[config.mk]
export PLATFORM = sky130hd
export DESIGN_NAME = cla_multicycle_adder
export DESIGN_NICKNAME = d
export VERILOG_FILES = /design/src/rtl/cla_multicycle_adder.sv
export SDC_FILE = /design/constraint.sdc
export NUM_CORES = 1
export LEC_CHECK = 0
export ABC_AREA = 1
export ABC_CLOCK_PERIOD_IN_PS = 3200
export CORE_UTILIZATION = 49
export DETAILED_ROUTE_END_ITERATION = 8
export PLACE_DENSITY = 0.77
export SKIP_CTS_REPAIR_TIMING = 1
export SKIP_LAST_GASP = 1
export SYNTH_ARGS = -nofsm -noshare
export SYNTH_HDL_FRONTEND = slang
export SYNTH_SLANG_ARGS = --single-unit
[constraint.sdc]
create_clock -name clk -period 3.2 [get_ports clk]
set_clock_uncertainty 0.2 [all_clocks]
set_input_delay 0.64 -clock clk [delete_from_list [all_inputs] [get_ports clk]]
set_output_delay 0.64 -clock clk [all_outputs]
set_load 0.01 [all_outputs]
[src/rtl/cla_multicycle_adder.sv]
// Multi-cycle adder/subtractor: one SLICE-bit carry-lookahead slice per RUN cycle,
// with the carry registered between slices and the result loaded on entry to DONE.
module cla_multicycle_adder #(
  parameter int WIDTH = 16,
  parameter int SLICE = 4
) (
  input  logic             clk,
  input  logic             rst,
  input  logic             start,
  input  logic [WIDTH-1:0] A,
  input  logic [WIDTH-1:0] B,
  input  logic             Cin,
  input  logic             Sub,
  output logic [WIDTH-1:0] S,
  output logic             Cout,
  output logic             Ovf,
  output logic             busy,
  output logic             done
);

  localparam int NSLICE = WIDTH / SLICE;
  localparam int IW     = (NSLICE > 1) ? $clog2(NSLICE) : 1;
  localparam logic [IW-1:0] LAST = IW'(NSLICE - 1);

  typedef enum logic [1:0] {IDLE, RUN, DONE} state_t;

  state_t           r_state;
  logic [WIDTH-1:0] r_a;
  logic [WIDTH-1:0] r_b;
  logic             r_carry;
  logic [IW-1:0]    r_idx;
  logic [WIDTH-1:0] r_acc;

  logic [SLICE-1:0] w_sa;
  logic [SLICE-1:0] w_sb;
  logic [SLICE-1:0] w_g;
  logic [SLICE-1:0] w_p;
  logic [SLICE-1:0] w_s;
  logic [SLICE:0]   w_c;
  logic [WIDTH-1:0] w_acc_next;
  int               w_base;

  // Lookahead slice selected by r_idx; w_acc_next is the partial sum with this slice merged in.
  always_comb begin
    w_base     = int'(r_idx) * SLICE;
    w_sa       = r_a[w_base +: SLICE];
    w_sb       = r_b[w_base +: SLICE];
    w_g        = w_sa & w_sb;
    w_p        = w_sa | w_sb;
    w_c        = '0;
    w_c[0]     = r_carry;
    w_s        = '0;
    for (int unsigned i = 0; i < SLICE; i++) begin
      w_c[i+1] = w_g[i] | (w_p[i] & w_c[i]);
      w_s[i]   = w_sa[i] ^ w_sb[i] ^ w_c[i];
    end
    w_acc_next = r_acc;
    w_acc_next[w_base +: SLICE] = w_s;
  end

  always_ff @(posedge clk or posedge rst) begin
    if (rst) begin
      r_state <= IDLE;
      r_a     <= '0;
      r_b     <= '0;
      r_carry <= 1'b0;
      r_idx   <= '0;
      r_acc   <= '0;
      S       <= '0;
      Cout    <= 1'b0;
      Ovf     <= 1'b0;
      busy    <= 1'b0;
      done    <= 1'b0;
    end else begin
      case (r_state)
        IDLE, DONE: begin
          done <= 1'b0;
          if (start) begin
            // Subtraction is A + ~B + 1, so Cin is dropped in that mode.
            r_a     <= A;
            r_b     <= Sub ? ~B : B;
            r_carry <= Sub ? 1'b1 : Cin;
            r_idx   <= '0;
            busy    <= 1'b1;
            r_state <= RUN;
          end else begin
            r_state <= IDLE;
          end
        end
        RUN: begin
          r_acc   <= w_acc_next;
          r_carry <= w_c[SLICE];
          if (r_idx == LAST) begin
            S       <= w_acc_next;
            Cout    <= w_c[SLICE];
            Ovf     <= w_c[SLICE] ^ w_c[SLICE-1];
            busy    <= 1'b0;
            done    <= 1'b1;
            r_state <= DONE;
          end else begin
            r_idx <= r_idx + IW'(1);
          end
        end
        default: r_state <= IDLE;
      endcase
    end
  end

endmodule

Word-level counts from Yosys, hierarchy flattened:

Index checks and enable logic that the tools add are counted.
W data, S select, Z words.

* ROM bits: 0
* logic and storage cells: 68
* output and inout port bits: 20
* memory bits (writable): 0
* input port bits: 37
* bits in latches: 0
* memories: 0
* bits in registers: 73

* magnitude comparators: 0
* equal/unequal tests: 6
* div/mod/pow operators: 0
* multipliers: 0
* bitwise operators: 20
* shift operators: 4
* add/sub/neg operators: 2
* reduce and logical (&&, ||, !) cells: 9
* mux-type cells: 16

Operators with widths (number)
* $neg A4 Y33: 1
* $shift A4 B33 Y16 const A: 1
* $shiftx A4 B33 Y16: 1
* $shiftx A16 B5 Y4: 2
* $bwmux W16: 1
* $mux W16: 1
* $not A16 Y16: 1
* $xor A1 B1 Y1: 9
* $pmux W2 S2: 2
* $reduce_and A2 Y1: 4
* $mux W1: 6
* $mux W2: 3
* $ne A2 B2 Y1 const B: 3
* $pmux W1 S2: 3
* $reduce_and A3 Y1: 2
* $and A1 B1 Y1: 4
* $and A4 B4 Y4: 1
* $eq A2 B2 Y1 const B: 2
* $or A1 B1 Y1: 4
* $or A4 B4 Y4: 1
* $add A2 B1 Y2 const B: 1
* $eq A2 B1 Y1 const B: 1
* $logic_not A2 Y1: 1
* $reduce_bool A2 Y1: 1
* $reduce_or A2 Y1: 1

Depth between registers and ports, before layout:

* word-level depth: 11
* gate-level depth with buffers: 17
* mapped depth without buffers: 15

Least setup slack after synthesis:

Ideal clock, no wire load.

* path kind: flip-flop to flip-flop
* start point: reg r_idx[0]
* end point: reg S[7]
* setup time: 0.116 ns
* data required time: 2.884 ns
* path slack: 0.131 ns
* path buffers: 2
* arrival: 2.752 ns
* stages on the path, launching flop included: 18
* period minus slack after synthesis: 3.069 ns
* cell sequence: dfrtp_1 buf_2 inv_2 buf_2 nand2_1 nand3_1 nand2_1 fa_1 fa_1 inv_1 fa_1 fa_1 inv_1 nor2_1 nand3_1 nand2_1 nand2_1 nand2_1

* cells in the longest elaborated chain, start to end: 11
* elaborated cells between the ends (all ways): 24
* those cells by class: add/sub: 1; eq/ne: 1; shift: 4; mux: 1; bitwise: 16; reduce/logical: 1

RTL lines
* start, declared: RTL line 31 `logic [IW-1:0] r_idx;`
* start signal, assigned: RTL line 101 `r_idx <= r_idx + IW'(1);`
* $shiftx A16 B5 Y4, on equally long branches: RTL line 46, 47
* $or A4 B4 Y4: RTL line 49 `w_p = w_sa | w_sb;`
* $and A1 B1 Y1: RTL line 54 `w_c[i+1] = w_g[i] | (w_p[i] & w_c[i]);`
* $or A1 B1 Y1: RTL line 54
* $and A1 B1 Y1: RTL line 54
* $or A1 B1 Y1: RTL line 54
* $and A1 B1 Y1: RTL line 54
* $or A1 B1 Y1: RTL line 54
* $xor A1 B1 Y1: RTL line 55 `w_s[i] = w_sa[i] ^ w_sb[i] ^ w_c[i];`
* $shiftx A4 B33 Y16: RTL line 58 `w_acc_next[w_base +: SLICE] = w_s;`
* $bwmux W16: RTL line 58
* end signal, assigned: RTL line 94 `S <= w_acc_next;`
* end, declared: RTL line 14 `output logic [WIDTH-1:0] S,`

Parallel ways exist; a longest one is shown, timed or not.
A chain may end at the register's enable or synchronous reset.

Final worst setup path:

* start point: reg r_idx[0]
* end point: reg S[3]

Same word-level chain as after synthesis.

==> metrics.txt <==
status finished clean; most common cell after layout, fill and taps aside nand2_1; Worst Reg-to-Reg Cells 15; fin crit share 94.7%; net switching power 0.00193 W; clock sink count 73; Peak VDD IR slightly below 500 uV; Place WS 141 ps; Crit. End Element flop; placed cell count 596; DIE AREA around 7800 um^2; fin. max-slew vios 0; top cell type's share of synthesized area 50.1%; LEAKAGE 2.29 nW; RSZ-0062 raised after global routing no; root buf cell clkbuf_8; Global Route Usage Sum a little under a quarter; first-pass GRT wire length approximately 14000 um; Die Wd 88.3 um; initial drt markers about 110; FF-to-FF Start r_idx[0]$_DFFE_PP0P_; sw frac about 42%; Net Count, Synth 500; Required @ worst endpoint 3250 ps; Post-synth ARST share between 90% and 100%; worst hold path endpoint S[1]$_DFFE_PP0P_; ANT cells 0; endpoints failing setup 0; clock power share 17.2%; Syn Area/Cell 8.05 um^2; Inserted Clock Buffers 9; Cell Pwr Density between 1000 and 1500 nW/um^2; Worst slew margin 53.4%; CTS tree done; critical path's slowest cell fa_1; critical path's largest stage delay 470 ps; nets approximately 560; crit-path most repeated cell nand2_1; Post-synth EDFFs 0; CTS max path bufs 2; HPWL after DPL 5460 um; vias in the first global route 2974; Vias 3005; final hold slack 277 ps; vias per inst 4.89; initial core utilization between 50% and 60%; Post-route DRC 0; Post-Layout Cell Count 614; WL/cell approximately 13 um; post-synthesis cell type count 26; area grow syn2layout 23.0%; Synth area leaders dfrtp_1 (50%), nand2_1 (23%), xnor2_1 (4.1%); post-synthesis cell count roughly 450; Port Buf Inserts 56; top_reg_cell synth dfrtp_1; DRT Pass-1 Iters 4; drt total wl 7810 um; Worst R2R End S[3]$_DFFE_PP0P_; Synth Warn # 0; Clock Latency Late Sink 350 ps; #FFs+latches synth 73; Slew @ Worst Pin between 600 and 700 ps; hold path cells 2; row cnt 31; Overflow after GRT 0; core area 7210 um^2; Netlist Area Pre-Place between 3000 and 4000 um^2; Hold WC Path Type flop to flop; CP startpoint kind flop; Flop pwr share 33.7%; highest clock rate 330 MHz; Synth area leader dfrtp_1; Setup CP Type flop to flop; crit path buf inv count 3; Hold Startpoint S[1]$_DFFE_PP0P_; largest net degree at the start of global routing 48; CP top delay family adder cells; RD Place Congestion 0.879; R2R setup slack 170 ps; post-route ant nets 0; fin crit period 3030 ps; Int Power 0.00262 W; Hold Vio Cnt, Final 0; setup ws final 170 ps; crit-path max FO 8; most frequent cells in the layout nand2_1 (220), dfrtp_1 (72), clkdlybuf4s50_1 (56), o21ai_1 (29), nand3_1 (21); num ports 57; Die H 88.3 um; CP cell instances inv_2 > nand2_1 > nand3_1 > nand2_1 > fa_1 > fa_1 > inv_1 > fa_1 > fa_1 > nand2_1 > inv_1 > nand3_1 > nand2_1 > nand2_1 > nand2_1; CP arrival 3080 ps; MaxCap Viol Count 0; htree depth 3; combinational group share of total power roughly 49%; Fin Setup TNS 0 ps; share of cells above drive strength 1 8.16%; clk slew on worst S/H paths 70 ps; antenna violations before repair 0; sequential area share after synthesis around half
==> cell usage after synthesis, types with 5 or more instances <==
master,number
xnor2_1,17
buf_4,5
buf_6,5
buf_2,9
ha_1,6
inv_1,17
inv_2,8
nor2_1,19
nand3_1,21
o21ai_1,29
nand2_1,220
dfrtp_1,73
==> kinds of logic (layout without fill, tap and decap cells) <==
kind of cell    count (synthesis)  count (layout)  synth area share [%]
flops                          73              73                  50.1
buf+inv                        48             110                  6.93
compound gates                 40              40                  6.00
fa+ha+maj                      10              10                  4.25
simple gates                  265             265                  28.7
xor+xnor                       17              17                  4.08
==> metal layers <==
layer | track usage (%) | share of wire [%] | vias up
met5 | 0 | 0 | -
met4 | 8.50 | 1.4 | 0
met3 | 4.85 | 4.2 | 12
met2 | 40.3 | 49 | 67
met1 | 28.3 | 45 | 1418
li1 | - | - | 1508
==> layout make-up <==
type	count	area (um^2)
Fill cell	651	2730
Sequential cell	73	1830
Multi-Input combinational cell	332	1570
Timing Repair Buffer	68	651
Clock buffer	12	145
Tap cell	99	124
Inverter	27	106
Clock inverter	3	65.1
==> tightest hold or removal path: stages, from the launching register on <==
cell	delay, ps
dfrtp_1	340
nand2_1	50
nand2_1	50
==> metrics by stage <==
stage,total power (W),utilization [%],area (um^2)
floorplan,0.00312,-,3650
global placement,0.00369,59.0,4250
detailed placement,0.00375,59.0,4250
CTS,0.00455,61.9,4460
global route,0.00495,62.2,4490
finish,0.00456,62.2,4490
==> power by group through the flow <==
stage | clock, W | sequential [W] | combinational, W
after global routing | 0.000830 | 0.00158 | 0.00255
final | 0.000782 | 0.00154 | 0.00224
after global placement | 0 | 0.00154 | 0.00215
after detailed placement | 0 | 0.00155 | 0.00220
after floorplan | 0 | 0.00151 | 0.00161
after CTS | 0.000789 | 0.00154 | 0.00222
==> state kept, by name, summed over array words and instances (netlist names), 2 cells and up <==
register and flops:
r_acc 16, S 16, r_state 2, r_a 16, r_idx 2, r_b 16
==> worst max-delay path by stage <==
stage / depth (start not counted) / slack (ps) / to / startpoint
6_report: 15 / 170 / S[3]$_DFFE_PP0P_ / r_idx[0]$_DFFE_PP0P_
5_1_grt: 15 / 8 / r_acc[11]$_DFFE_PP0P_ / r_idx[0]$_DFFE_PP0P_
4_1_cts: 15 / 130 / S[3]$_DFFE_PP0P_ / r_idx[0]$_DFFE_PP0P_
3_5_place_dp: 15 / 140 / S[3]$_DFFE_PP0P_ / r_idx[0]$_DFFE_PP0P_
3_3_place_gp: 15 / 230 / r_acc[7]$_DFFE_PP0P_ / r_idx[0]$_DFFE_PP0P_
2_1_floorplan: 17 / 130 / S[7]$_DFFE_PP0P_ / r_idx[0]$_DFFE_PP0P_
No activity file was read; power rests on OpenSTA's default activity.
